==> src/rtl/alu_pkg.sv <==
// Shared ALU definitions: logic-lane function codes, the accumulate-mode bit
// and the default datapath width.
package alu_pkg;

    localparam int ALU_WIDTH    = 16;
    localparam int ACC_MODE_BIT = 3;

    typedef enum logic [2:0] {
        LOP_OR   = 3'd0,
        LOP_NOR  = 3'd1,
        LOP_AND  = 3'd2,
        LOP_NAND = 3'd3,
        LOP_XOR  = 3'd4,
        LOP_XNOR = 3'd5,
        LOP_NOT  = 3'd6,
        LOP_PASS = 3'd7
    } logic_op_e;

    function automatic logic is_acc_mode(input logic [3:0] op);
        return op[ACC_MODE_BIT];
    endfunction

endpackage

==> src/rtl/logic_unit_pipe_if.sv <==
// Upstream beat and downstream result handshake of the logic lane.
interface logic_unit_pipe_if #(
    parameter int WIDTH = alu_pkg::ALU_WIDTH
);
    logic             in_valid;
    logic             in_ready;
    logic [WIDTH-1:0] a;
    logic [WIDTH-1:0] b;
    logic [3:0]       op;
    logic             acc_clr;
    logic             out_valid;
    logic             out_ready;
    logic [WIDTH-1:0] result;
    logic             zero;
    logic             all_ones;
    logic [WIDTH-1:0] acc;

    modport master (
        output in_valid, a, b, op, acc_clr, out_ready,
        input  in_ready, out_valid, result, zero, all_ones, acc
    );

    modport slave (
        input  in_valid, a, b, op, acc_clr, out_ready,
        output in_ready, out_valid, result, zero, all_ones, acc
    );
endinterface

==> src/rtl/logic_fifo.sv <==
// Generic WIDTH x DEPTH valid/ready buffer; head data reads as zero when empty.
module logic_fifo #(
    parameter int WIDTH = 16,
    parameter int DEPTH = 2
) (
    input  logic             clk,
    input  logic             rst_n,
    input  logic             push_valid,
    output logic             push_ready,
    input  logic [WIDTH-1:0] push_data,
    output logic             pop_valid,
    input  logic             pop_ready,
    output logic [WIDTH-1:0] pop_data
);
    localparam int PTR_W = (DEPTH > 1) ? $clog2(DEPTH) : 1;
    localparam int CNT_W = $clog2(DEPTH + 1);

    logic [WIDTH-1:0] mem_reg [DEPTH];
    logic [PTR_W-1:0] wr_ptr_reg, rd_ptr_reg;
    logic [CNT_W-1:0] count_reg, count_next;
    logic [DEPTH-1:0] wr_en;
    logic             push, pop;

    // Explicit wrap so non-power-of-two depths work.
    function automatic logic [PTR_W-1:0] ptr_inc(input logic [PTR_W-1:0] p);
        return (p == PTR_W'(DEPTH - 1)) ? '0 : p + 1'b1;
    endfunction

    assign push_ready = (count_reg < CNT_W'(DEPTH));
    assign pop_valid  = (count_reg != '0);
    assign push       = push_valid && push_ready;
    assign pop        = pop_valid && pop_ready;
    assign pop_data   = pop_valid ? mem_reg[rd_ptr_reg] : '0;

    genvar gi;
    generate
        for (gi = 0; gi < DEPTH; gi++) begin : g_wr_en
            assign wr_en[gi] = push && (wr_ptr_reg == PTR_W'(gi));
        end
    endgenerate

    always_ff @(posedge clk) begin
        for (int i = 0; i < DEPTH; i++) begin
            if (wr_en[i]) begin
                mem_reg[i] <= push_data;
            end
        end
    end

    always_comb begin
        count_next = count_reg;
        case ({push, pop})
            2'b10:   count_next = count_reg + 1'b1;
            2'b01:   count_next = count_reg - 1'b1;
            default: count_next = count_reg;
        endcase
    end

    always_ff @(posedge clk or negedge rst_n) begin
        if (!rst_n) begin
            wr_ptr_reg <= '0;
            rd_ptr_reg <= '0;
            count_reg  <= '0;
        end else begin
            if (push) wr_ptr_reg <= ptr_inc(wr_ptr_reg);
            if (pop)  rd_ptr_reg <= ptr_inc(rd_ptr_reg);
            count_reg <= count_next;
        end
    end
endmodule

==> src/rtl/logic_unit_pipe.sv <==
// ALU logic lane: eight bitwise functions with optional accumulator operand,
// buffered behind a valid/ready output FIFO with zero / all-ones flags.
module logic_unit_pipe
    import alu_pkg::*;
#(
    parameter int WIDTH = ALU_WIDTH,
    parameter int DEPTH = 2
) (
    input  logic              clk,
    input  logic              rst_n,
    logic_unit_pipe_if.slave  bus
);
    logic             accept;
    logic             acc_mode;
    logic             push_ready;
    logic             head_valid;
    logic [WIDTH-1:0] b_eff;
    logic [WIDTH-1:0] op_result;
    logic [WIDTH-1:0] head_data;
    logic [WIDTH-1:0] acc_reg, acc_next;

    assign acc_mode = is_acc_mode(bus.op);
    assign accept   = bus.in_valid && push_ready;

    // A clear in accumulate mode takes effect before the accumulator is used.
    always_comb begin
        b_eff = bus.b;
        if (acc_mode) begin
            b_eff = bus.acc_clr ? '0 : acc_reg;
        end
    end

    always_comb begin
        op_result = '0;
        case (logic_op_e'(bus.op[2:0]))
            LOP_OR:   op_result = bus.a | b_eff;
            LOP_NOR:  op_result = ~(bus.a | b_eff);
            LOP_AND:  op_result = bus.a & b_eff;
            LOP_NAND: op_result = ~(bus.a & b_eff);
            LOP_XOR:  op_result = bus.a ^ b_eff;
            LOP_XNOR: op_result = ~(bus.a ^ b_eff);
            LOP_NOT:  op_result = ~bus.a;
            LOP_PASS: op_result = bus.a;
        endcase
    end

    always_comb begin
        acc_next = acc_reg;
        if (accept) begin
            if (acc_mode) begin
                acc_next = op_result;
            end else if (bus.acc_clr) begin
                acc_next = '0;
            end
        end
    end

    always_ff @(posedge clk or negedge rst_n) begin
        if (!rst_n) begin
            acc_reg <= '0;
        end else begin
            acc_reg <= acc_next;
        end
    end

    logic_fifo #(
        .WIDTH (WIDTH),
        .DEPTH (DEPTH)
    ) u_fifo (
        .clk        (clk),
        .rst_n      (rst_n),
        .push_valid (bus.in_valid),
        .push_ready (push_ready),
        .push_data  (op_result),
        .pop_valid  (head_valid),
        .pop_ready  (bus.out_ready),
        .pop_data   (head_data)
    );

    assign bus.in_ready  = push_ready;
    assign bus.out_valid = head_valid;
    assign bus.result    = head_data;
    assign bus.zero      = (head_data == '0);
    assign bus.all_ones  = (head_data == '1);
    assign bus.acc       = acc_reg;
endmodule

==> src/flat_wrapper.sv <==
// flat-port wrapper written by rule: the top's interface ports become plain ports
module logic_unit_pipe_flat import alu_pkg::*;
#(
    parameter int WIDTH = ALU_WIDTH,
    parameter int DEPTH = 2
)
  (clk, rst_n, bus_in_valid, bus_a, bus_b, bus_op, bus_acc_clr, bus_out_ready, bus_in_ready, bus_out_valid, bus_result, bus_zero, bus_all_ones, bus_acc);
  logic_unit_pipe_if #(.WIDTH(WIDTH)) bus_i ();
  input  logic clk;
  input  logic rst_n;
  input wire logic [$bits(bus_i.in_valid)-1:0] bus_in_valid;
  input wire logic [$bits(bus_i.a)-1:0] bus_a;
  input wire logic [$bits(bus_i.b)-1:0] bus_b;
  input wire logic [$bits(bus_i.op)-1:0] bus_op;
  input wire logic [$bits(bus_i.acc_clr)-1:0] bus_acc_clr;
  input wire logic [$bits(bus_i.out_ready)-1:0] bus_out_ready;
  output wire logic [$bits(bus_i.in_ready)-1:0] bus_in_ready;
  output wire logic [$bits(bus_i.out_valid)-1:0] bus_out_valid;
  output wire logic [$bits(bus_i.result)-1:0] bus_result;
  output wire logic [$bits(bus_i.zero)-1:0] bus_zero;
  output wire logic [$bits(bus_i.all_ones)-1:0] bus_all_ones;
  output wire logic [$bits(bus_i.acc)-1:0] bus_acc;
  assign bus_i.in_valid = bus_in_valid;
  assign bus_i.a = bus_a;
  assign bus_i.b = bus_b;
  assign bus_i.op = bus_op;
  assign bus_i.acc_clr = bus_acc_clr;
  assign bus_i.out_ready = bus_out_ready;
  assign bus_in_ready = bus_i.in_ready;
  assign bus_out_valid = bus_i.out_valid;
  assign bus_result = bus_i.result;
  assign bus_zero = bus_i.zero;
  assign bus_all_ones = bus_i.all_ones;
  assign bus_acc = bus_i.acc;
  logic_unit_pipe #(.WIDTH(WIDTH), .DEPTH(DEPTH)) u_core (.clk(clk), .rst_n(rst_n), .bus(bus_i));
endmodule
==> config.mk <==
export PLATFORM = sky130hd
export DESIGN_NAME = logic_unit_pipe_flat
export DESIGN_NICKNAME = d
export VERILOG_FILES = /design/src/rtl/alu_pkg.sv /design/src/rtl/logic_unit_pipe_if.sv /design/src/rtl/logic_fifo.sv /design/src/rtl/logic_unit_pipe.sv /design/src/flat_wrapper.sv
export SDC_FILE = /design/constraint.sdc
export NUM_CORES = 1
export LEC_CHECK = 0
export CORE_ASPECT_RATIO = 1.2
export CORE_MARGIN = 2
export CORE_UTILIZATION = 45
export CTS_BUF_LIST = sky130_fd_sc_hd__clkbuf_4 sky130_fd_sc_hd__clkbuf_8 sky130_fd_sc_hd__clkbuf_16
export CTS_CLUSTER_DIAMETER = 200
export DETAILED_ROUTE_END_ITERATION = 8
export HOLD_SLACK_MARGIN = 0.05
export PLACE_DENSITY = 0.8
export REMOVE_ABC_BUFFERS = 1
export SYNTH_ARGS = -nofsm -noshare
export SYNTH_HDL_FRONTEND = slang
export SYNTH_SLANG_ARGS = --single-unit
==> constraint.sdc <==
create_clock -name clk -period 2.2 [get_ports clk]
set_input_delay 0.44 -clock clk [delete_from_list [all_inputs] [get_ports clk]]
set_output_delay 0.44 -clock clk [all_outputs]
set_load 0.05 [all_outputs]
==> Yosys cells after proc, flatten, opt, wreduce, memory -nomap -nowiden <==
Memory sizes are Yosys's and may differ from the RTL's.
Index checks and enable logic that the tools add are counted.
{ "word_totals": {"ff_bits": 20, "inputBits": 41, "output_inout_bits": 36, "wordCells": 52, "ramBits": 32, "memories": 1} }
{ "mem_list": {"columns": ["memory", "words", "word_bits", "read_ports", "rd_clocked_by_memory_dff", "wr", "line", "rtl"], "rows": [
  ["u_core.u_fifo.mem_reg", 2, 16, 1, 0, 1, "logic_fifo.sv:18", "logic [WIDTH-1:0] mem_reg [DEPTH];"]
]} }
{ "op_classes": {"add_sub_neg": 4, "n_eq_ne": 10, "muxes": 15, "n_lt_le_gt_ge": 1, "n_bitwise": 8, "n_reduce_logical": 9} }
{ "ops": {"columns": ["op", "count"], "rows": [
  ["16-bit case mux with 8 select lines", 1],
  ["16-bit two-way mux", 5],
  ["16-bit NOT", 4],
  ["16-bit AND", 1],
  ["16-bit equality test (second input constant)", 1],
  ["16-bit zero test", 1],
  ["16-bit bitwise OR", 1],
  ["16-bit OR reduction", 1],
  ["16-bit XOR", 1],
  ["3-bit equality test (second input constant)", 4],
  ["1-bit two-way mux", 8],
  ["3-bit by 2-bit equality test with 1-bit output (second input constant)", 2],
  ["1-bit logical AND", 4],
  ["2-bit case mux with 2 select lines", 1],
  ["2-bit nonzero test", 2],
  ["3-bit by 1-bit equality test with 1-bit output (second input constant)", 1],
  ["3-bit zero test", 1],
  ["1-bit adder (second input constant)", 2],
  ["2-bit by 1-bit adder with 2-bit output (second input constant)", 1],
  ["2-bit by 1-bit equality test with 1-bit output (second input constant)", 1],
  ["2-bit equality test (second input constant)", 1],
  ["2-bit < comparator (second input constant)", 1],
  ["2-bit by 1-bit subtractor with 2-bit output (second input constant)", 1],
  ["1-bit NOT", 1]
]} }

==> Logic depth before layout (Yosys ltp) <==
Gate-level depths: netlist of the first run.
{ "logic_depth": {"depth_word": 7, "ltp_mapped": 12, "mapped_depth_nobuf": 10} }

==> By module <==
A second synthesis of the first run with hierarchy kept.
{ "unflattened": {"hier_cells": 302, "area_unflattened_um2": 3415.8} }
{ "by_module_without_submodules": {"columns": ["module", "seq_area_each_um2", "instances", "cells_each", "area_each_um2"], "rows": [
  ["logic_unit_pipe", 400.4, 1, 217, 2009.4],
  ["logic_fifo", 1061.0, 1, 85, 1406.3]
]} }

==> Worst setup path after synthesis of the first run <==
OpenSTA, ideal clock, no wires.
{ "synth_path": {"path_type": "reg2out", "from": "register u_core.u_fifo.rd_ptr_reg", "to": "output port bus_all_ones", "arrival_time_ns": 3.160, "setup_slack_ns": -1.400, "stages_incl_launch_ff": 6, "required_time_ns": 1.760, "path_buffers": 1, "path_cell_list": "dfrtp_1 > buf_4 > mux2i_1 > nor2_1 > nand4_1 > nor4_1"} }
{ "synth_between": {"elab_chain_cells": 3} }
{ "synth_rtl": {"columns": ["element", "line", "rtl"], "rows": [
  ["from (decl)", "logic_fifo.sv:19", "logic [PTR_W-1:0] wr_ptr_reg, rd_ptr_reg;"],
  ["from (signal assigned)", "logic_fifo.sv:66", "if (pop) rd_ptr_reg <= ptr_inc(rd_ptr_reg);"],
  ["memory 2 x 16 bit", null, null],
  ["16-bit two-way mux", "logic_fifo.sv:33", "assign pop_data = pop_valid ? mem_reg[rd_ptr_reg] : '0;"],
  ["net bus_result[2]", "flat_wrapper.sv:19", "output wire logic [$bits(bus_i.result)-1:0] bus_result;"],
  ["16-bit equality test", "logic_unit_pipe.sv:84", "assign bus.all_ones = (head_data == '1);"],
  ["to (decl)", "flat_wrapper.sv:21", "output wire logic [$bits(bus_i.all_ones)-1:0] bus_all_ones;"]
]} }
The timed path passes the listed nets, and every way through them passes these cells.

==> Worst setup path after layout of the first run <==
{ "layout_path": {"from": "register u_core.u_fifo.rd_ptr_reg", "to": "output port bus_zero"} }
{ "layout_between": {"elab_chain_cells": 3} }
{ "layout_rtl": {"columns": ["element", "line", "rtl"], "rows": [
  ["memory 2 x 16 bit", null, null],
  ["16-bit two-way mux", "logic_fifo.sv:33", null],
  ["16-bit zero test", "logic_unit_pipe.sv:83", "assign bus.zero = (head_data == '0);"],
  ["to (decl)", "flat_wrapper.sv:20", "output wire logic [$bits(bus_i.zero)-1:0] bus_zero;"]
]} }
No other way between the ends.

==> results.cfg, run 1 <==
[worst_setup_path]
start_kind = flop
cp_cell_sequence = buf_12, mux2i_4, nor2_4, nor4_2, and4_1, buf_12
critical_path_arrival_ns = 2.01
crit_path_top_delay_cell = dfrtp_2
crit_type = reg2out
max_stage_delay_ns = 0.43
crit_top_cell = buf_12
critPathCaptureType = primary output
critical_path_required_ns = 1.76
critical_path.top_delay_family = simple AND/OR/NAND/NOR gates
cp_max_fo = 11
path_buf_inv = 2

[synth]
yosysTopAreaCell = edfxtp_1
yosysWarnings = 0
synth_area_leaders = edfxtp_1 (26%), dfrtp_1 (14%), ha_1 (11%)
netlist_area_sq_um = 3664
ys_ff_latch = 52
synth_seq_area_share = 0.3989
synthFlopType = edfxtp_1
synth_cell_type_count = 43
postSynthCellCount = 337
synth_top_area_frac = 0.2623
synthArstFlopShare = 0.3846
synth_edf_count = 32
syn_avg_cell_area_sq_um = 10.87

[detailed_routing]
routed-via-count = 3136
drt-total-wl_um = 9791
vias_per_cell = 5.511
detail-route-antenna-nets = 0
route.detailed.drc = 0
post_drt_wl_per_cell_um = 17.21
drt_iter0_drc = 234
drt-pass1-iter-count = 8

[outcome]
violations = setup timing
run_status = finished with violations

[timing]
tns_ns = -0.4967
finalSetupViolCount = 2
skew_ns = 0.002659
slew_violations = 0
slew_headroom = 0.6641
fin_ws_ns = -0.2549
worst_slew_pin_slew_ns = 0.5023
post-route-period-util = 1.116
grt_setup_unrepaired = yes
hold_slack_ns = 0.4794
hold_violations = 0
max_freq_mhz = 407.4
finalCriticalPeriod_ns = 2.455

[global_routing]
grt_max_degree = 31
grt_pass1_vias = 3093
grtUsageTotal = 0.2124
antenna_found_initial = 0
grt-ovfl-total = 0
grt_pass1_wl_um = 14520

[clocking]
cts-root-buf = clkbuf_8
path_clk_slew_ns = 0.08
cts_buffers = 5
tritoncts = yes
clk_path_buf_depth = 2
cts.sinks = 52
h-tree-depth = 2
worstSkewPairLatency_ns = 0.30

[layout]
antenna_cells = 0
mostFrequentLayoutCells = buf_4 (63), inv_1 (62), clkdlybuf4s50_1 (52)
fillCellCount = 550
post-route-util = 0.6907
largest_reg_flops = 32
final_common_cell = buf_4
syn_to_final_growth_pct = 51.16
stdcell_area_sq_um = 5538
final_cells = 569
final_net_count = 547
drive_gt1_frac = 0.3608

[placement]
io_buffers = 76
gp_congestion = 0.8447
place_area_sq_um = 5139
dp_cells = 554
dp_hpwl_um = 6792

[pwr]
vdd_ir_drop_max_mv = 0.4906
powerDensity_nw_per_um2 = 1208
cellLeakagePower_nw = 2.472

[job]
drv_cap = 0

[floorplan]
start_util = 0.4569
die_w_um = 86.37
num_rows = 36
core_area_sq_um = 8018
ios = 77
chipHeight_um = 102.8
die_area_sq_um = 8882

[hold_path]
hp-class = in2async
-- path summary, 6_finish.rpt --
check | start | endpoint | slack (ns) | cells after the start
max | u_core.u_fifo.rd_ptr_reg | bus_zero | -0.25 | 6
min | rst_n | u_core.bus.acc[7] | 0.48 | 2
max reg2reg | u_core.bus.acc[0] | u_core.bus.acc[0] | 0.13 | 8
min reg2reg | u_core.u_fifo.wr_ptr_reg | u_core.u_fifo.wr_ptr_reg | 0.52 | 1
max in group asynchronous | rst_n | u_core.u_fifo.rd_ptr_reg | 1.49 | 2
min in group clk | u_core.u_fifo.wr_ptr_reg | u_core.u_fifo.wr_ptr_reg | 0.52 | 1
-- cells by family after synthesis --
kind of cell | share of synthesized area
buffers and inverters | 0.09255
and+or+nand+nor | 0.08948
AOI/OAI and AO/OA | 0.1130
DFF | 0.3989
adders and majority gates | 0.1127
muxes | 0.1236
xor gates and xnor gates | 0.06967
-- through the flow --
stage | total power, W | setup slack, ns
6_report | 0.006691 | -0.2549
3_3_place_gp | 0.005722 | -0.6360
2_1_floorplan | 0.003839 | -1.725
4_1_cts | 0.006442 | -0.2190
3_5_place_dp | 0.005835 | -0.7563
5_1_grt | 0.006953 | -0.3404
-- cell usage after synthesis (2+ instances only) --
master and instances:
dfrtp_1 20, buf_2 5, mux4_2 13, inv_1 64
buf_4 3, nor4_1 4, nor3_1 3, nor2_1 20
a32oi_1 2, nand4_1 3, a21oi_1 5, o21ai_0 9
edfxtp_1 32, nor2b_1 5, o21ai_1 12, a211oi_1 3
xnor2_2 13, nand2b_1 5, inv_2 2, a2bb2oi_2 2
nor2_2 2, nand3_1 2, nand2_1 16, xor2_1 2
mux2i_1 16, a32o_1 16, ha_1 33, and2_1 2
clkbuf_1 6, xnor2_1 3, or2_0 2
-- per-layer routing --
layer | track usage | vias to the layer above | part of all wire
met5 | 0 | - | 0
met4 | 0.08053 | 0 | 0.024
met3 | 0.02882 | 28 | 0.050
met2 | 0.4071 | 142 | 0.55
met1 | 0.2370 | 1516 | 0.38
li1 | - | 1450 | -
-- power breakdown --
part	total (W)	internal, W	switching (W)
clock	0.000515	0.000230	0.000285
sequential	0.00166	0.00140	0.000260
combinational	0.00452	0.00205	0.00247
-- final cells by class --
cell class / count / area [sq um] / area share
well taps: 95 / 118.9 / 0.02146
repair buffers: 145 / 1526 / 0.2756
clock buffers: 6 / 76.32 / 0.01378
multi-input cells: 202 / 2092 / 0.3778
inverters: 67 / 254.0 / 0.04587
flip-flops and latches: 52 / 1463 / 0.2641
clock inverters: 2 / 7.507 / 0.001356
-- timing repair --
action / CTS / global route
cloned: 1 / 1
pin swaps: 10 / 17
hold buffers: 0 / 0
setup endpoints to repair: 50 / 20
gates resized for setup: 31 / 42
buffers inserted: 5 / 1
Note: power is estimated with default switching activity, not from simulation.
==> inputs of run 2 (changes only) <==
clock period = 2.1 ns   (was 2.2 ns; I/O delays follow)
==> results.cfg, run 2 (synthesis results as in run 1) <==
[detailed_routing]
drt_iter0_drc = 173
vias_per_cell = 5.498
detail-route-antenna-nets = 0
drt-total-wl_um = 10330
post_drt_wl_per_cell_um = 17.93
route.detailed.drc = 0
drt-pass1-iter-count = 4
routed-via-count = 3167

[clocking]
tritoncts = yes
cts_buffers = 5
hold_buffers = 0
path_clk_slew_ns = 0.09
h-tree-depth = 2
clk_path_buf_depth = 2
cts.sinks = 52
worstSkewPairLatency_ns = 0.31
cts-root-buf = clkbuf_8

[timing]
post-route-period-util = 1.160
worst_slew_pin_slew_ns = 0.5337
tns_ns = -0.8716
finalCriticalPeriod_ns = 2.436
slew_headroom = 0.6431
fin_ws_ns = -0.3364
hold_violations = 0
grt_setup_unrepaired = yes
max_freq_mhz = 410.4
finalSetupViolCount = 10
slew_violations = 0
skew_ns = 0.008192

[global_routing]
grt_pass1_wl_um = 14640
grt-ovfl-total = 0
antenna_found_initial = 0
grt_pass1_vias = 3035
grtUsageTotal = 0.2127
grt_max_degree = 28

[placement]
io_buffers = 76
dp_slack_ns = -0.8389
gp_congestion = 0.8518
dp_hpwl_um = 6696
dp_cells = 556

[worst_setup_path]
critical_path_arrival_ns = 2.02
critical_path_required_ns = 1.68
start_kind = flop
cp_max_fo = 12
max_stage_delay_ns = 0.38
critPathCaptureType = primary output
crit_type = reg2out
crit_path_top_delay_cell = dfrtp_1
cp_cell_sequence = buf_12, buf_6, mux2i_4, nor2_4, nor4_1, and4_1, buf_12
crit_top_cell = buf_12

[floorplan]
core_area_sq_um = 8018
die_area_sq_um = 8882
num_rows = 36
ios = 77
start_util = 0.4569
die_w_um = 86.37
chipHeight_um = 102.8

[layout]
fillCellCount = 517
drive_gt1_frac = 0.4116
final_common_cell = buf_4
final_cells = 576
final_net_count = 554
syn_to_final_growth_pct = 55.91
post-route-util = 0.7124
antenna_cells = 0
largest_reg_flops = 32
mostFrequentLayoutCells = buf_4 (69), inv_1 (57), clkdlybuf4s50_1 (40)

[pwr]
vdd_ir_drop_max_mv = 0.5929
powerDensity_nw_per_um2 = 1259
cellLeakagePower_nw = 2.677

[outcome]
violations = setup timing
run_status = finished with violations

[job]
drv_cap = 0

[hold_path]
hp-class = in2async
run 2: cell count changes in the layout (fill, tap and decap cells not counted), sizes merged:
cell,delta
clkinv,-1
bufinv,+1
dlymetal6s2s,+9
buf,+9
clkbuf,-1
dlygate4sd2,+2
clkdlybuf4s50,-12
run 2: timing repair:
action / CTS / global route
resized for setup: 50 / 63
endpoints found under the setup margin: 51 / 25
pin swaps: 20 / 65
cloned: 1 / 0
buffers inserted: 5 / 6
run 2: layout make-up:
cell class	count	area [sq um]	area share
clock buffer	6	76.32	0.01336
clock inverter	2	35.03	0.006134
inverter	67	254.0	0.04447
multi-input combinational	202	2145	0.3755
sequential	52	1461	0.2559
tap	95	118.9	0.02081
timing repair buffer	152	1622	0.2839
run 2: final timing paths:
check                                         start                  endpoint  slack (ns)  cells after the start
min in group clk           u_core.u_fifo.wr_ptr_reg  u_core.u_fifo.wr_ptr_reg        0.49                      1
max in group asynchronous                     rst_n        u_core.bus.acc[12]        1.41                      2
hold / removal                                rst_n  u_core.u_fifo.wr_ptr_reg        0.46                      2
hold reg to reg            u_core.u_fifo.wr_ptr_reg  u_core.u_fifo.wr_ptr_reg        0.49                      1
setup reg to reg                 u_core.bus.acc[15]        u_core.bus.acc[15]        0.04                      8
setup / recovery           u_core.u_fifo.rd_ptr_reg                  bus_zero       -0.34                      7
run 2: where the power goes:
part	total, W	internal, W	switching [W]
clock	0.000679	0.000367	0.000312
sequential	0.00174	0.00146	0.000279
combinational	0.00478	0.00217	0.00260
total	0.00719	0.00400	0.00319
run 2: critical path: cells and delay by family (launching register included):
kind / cells / cell delay (ns)
DFF: 1 / 0.38
and+or+nand+nor: 3 / 0.59
muxes: 1 / 0.29
buffers and inverters: 3 / 0.45
run 2: stage by stage:
| stage | instance area (sq um) | hold WS [ns] | total power (W) |
|---|---|---|---|
| final | 5712 | 0.4601 | 0.007192 |
| after detailed placement | 5164 | 0.4773 | 0.006130 |
| after global routing | 5712 | 0.4883 | 0.007494 |
| after CTS | 5455 | 0.4733 | 0.006949 |
| after global placement | 5164 | 0.4745 | 0.006012 |
| after floorplan | 3578 | 0.1244 | 0.004022 |
run 2: per-layer routing:
layer	GRT usage	part of all wire	vias to the layer above
met1	0.2534	0.37	1559
met2	0.3846	0.54	115
met3	0.03523	0.049	36
met4	0.08053	0.041	0
met5	0	0	-
li1	-	-	1457
==> inputs of run 3 (changes only) <==
CORE_UTILIZATION = 47   (was 45)
PLACE_DENSITY = 0.82   (was 0.8)
==> results.cfg, run 3 (synthesis results as in run 1) <==
[outcome]
run_status = finished with violations
violations = setup timing

[timing]
slew_violations = 0
skew_ns = 0.01095
finalSetupViolCount = 26
grt_setup_unrepaired = yes
max_freq_mhz = 407.5
slew_headroom = 0.6214
fin_ws_ns = -0.3539
worst_slew_pin_slew_ns = 0.5661
finalCriticalPeriod_ns = 2.454
hold_violations = 0
post-route-period-util = 1.169

[floorplan]
core_area_sq_um = 7620
ios = 77
num_rows = 35
chipHeight_um = 100.7
die_area_sq_um = 8520
die_w_um = 84.60
start_util = 0.4808

[global_routing]
grt-ovfl-total = 0
grt_pass1_wl_um = 15550
grt_pass1_vias = 3220
grtUsageTotal = 0.2353
antenna_found_initial = 0
grt_max_degree = 24

[detailed_routing]
routed-via-count = 3328
route.detailed.drc = 0
drt_iter0_drc = 328
drt-total-wl_um = 11480
drt-pass1-iter-count = 6
vias_per_cell = 5.738
detail-route-antenna-nets = 0
post_drt_wl_per_cell_um = 19.80

[placement]
io_buffers = 76
dp_cells = 557
dp_slack_ns = -0.9211
gp_congestion = 0.8615
dp_hpwl_um = 6998

[pwr]
vdd_ir_drop_max_mv = 1.395
powerDensity_nw_per_um2 = 1255
cellLeakagePower_nw = 2.741

[layout]
fillCellCount = 425
syn_to_final_growth_pct = 60.93
largest_reg_flops = 32
final_common_cell = buf_4
final_net_count = 561
drive_gt1_frac = 0.4426
mostFrequentLayoutCells = buf_4 (71), inv_1 (55), clkdlybuf4s50_1 (38)
register_area_sq_um = 1461
multi_input_area_sq_um = 2260
antenna_cells = 0
final_cells = 580

[worst_setup_path]
crit_type = reg2out
critical_path_arrival_ns = 2.03
critical_path_required_ns = 1.68
critPathCaptureType = primary output
cp_max_fo = 7
start_kind = flop

[clocking]
tritoncts = yes
h-tree-depth = 2
cts-root-buf = clkbuf_8
cts_buffers = 5
path_clk_slew_ns = 0.09
worstSkewPairLatency_ns = 0.31
clk_path_buf_depth = 2
cts.sinks = 52
hold_buffers = 0

[job]
drv_cap = 0

[hold_path]
hp-class = in2async
==> run 3: changes by cell type in the layout (fill, tap and decap cells not counted), sizes merged <==
cell | before | now
buf | 98 | 105
dlygate4sd2 | 2 | 6
clkdlybuf4s50 | 40 | 38
dlymetal6s2s | 12 | 10
==> run 3: final timing paths <==
kind,cells past startpoint,slack (ns),endpoint,start
max,8,-0.35,bus_all_ones,u_core.u_fifo.rd_ptr_reg
min,2,0.46,u_core.u_fifo.count_reg[1],rst_n
max reg2reg,10,-0.02,u_core.bus.acc[14],u_core.bus.acc[14]
min reg2reg,1,0.55,u_core.u_fifo.wr_ptr_reg,u_core.u_fifo.wr_ptr_reg
max in group asynchronous,2,1.40,u_core.bus.acc[15],rst_n
min in group clk,1,0.55,u_core.u_fifo.wr_ptr_reg,u_core.u_fifo.wr_ptr_reg
==> run 3: area by class of cell <==
cell class              count  share of cell area
multi-input cells         202              0.3833
repair buffers            159              0.2874
flip-flops and latches     52              0.2479
inverters                  67             0.04308
well taps                  92             0.01952
clock buffers               6             0.01295
clock inverters             2            0.005942
==> run 3: power by group <==
part           switching, W  internal (W)
Sequential         0.000312       0.00146
Combinational       0.00268       0.00226
Clock              0.000327      0.000367
==> run 3: metal layers <==
metal / vias up / global-route usage / wire length (um)
li1: 1475 / - / -
met1: 1600 / 0.2575 / 4022
met2: 199 / 0.4452 / 6007
met3: 54 / 0.02867 / 819
met4: 0 / 0.1172 / 633
met5: - / 0 / 0
==> run 3: timing repair <==
item,4_1_cts,5_1_grt
setup buffers,4,12
pin swaps,44,70
gates cloned,1,0
endpoints found under the setup margin,50,23
hold endpoints to repair,0,0
gates resized for setup,66,81
==> run 3: per-stage QoR <==
stage               hold WS (ns)    util  instance area (sq um)  TNS, ns  total power (W)
finish                    0.4598  0.7737                   5896   -1.564         0.007400
global route              0.4862  0.7737                   5896   -2.856         0.007656
CTS                       0.4654  0.7218                   5500  -0.5805         0.007000
detailed placement        0.4911  0.6811                   5190   -36.84         0.006163
global placement          0.4744  0.6811                   5190   -33.74         0.006042
floorplan                 0.1244       -                   3578   -22.18         0.004022
==> run 3: worst max-delay path, stage by stage (launching register included) <==
cell,delay (ns)
dfrtp_1,0.42
buf_12,0.15
buf_12,0.13
mux2i_1,0.11
nor2_1,0.20
nand4_1,0.16
nor4_1,0.25
buf_4,0.16
buf_12,0.12
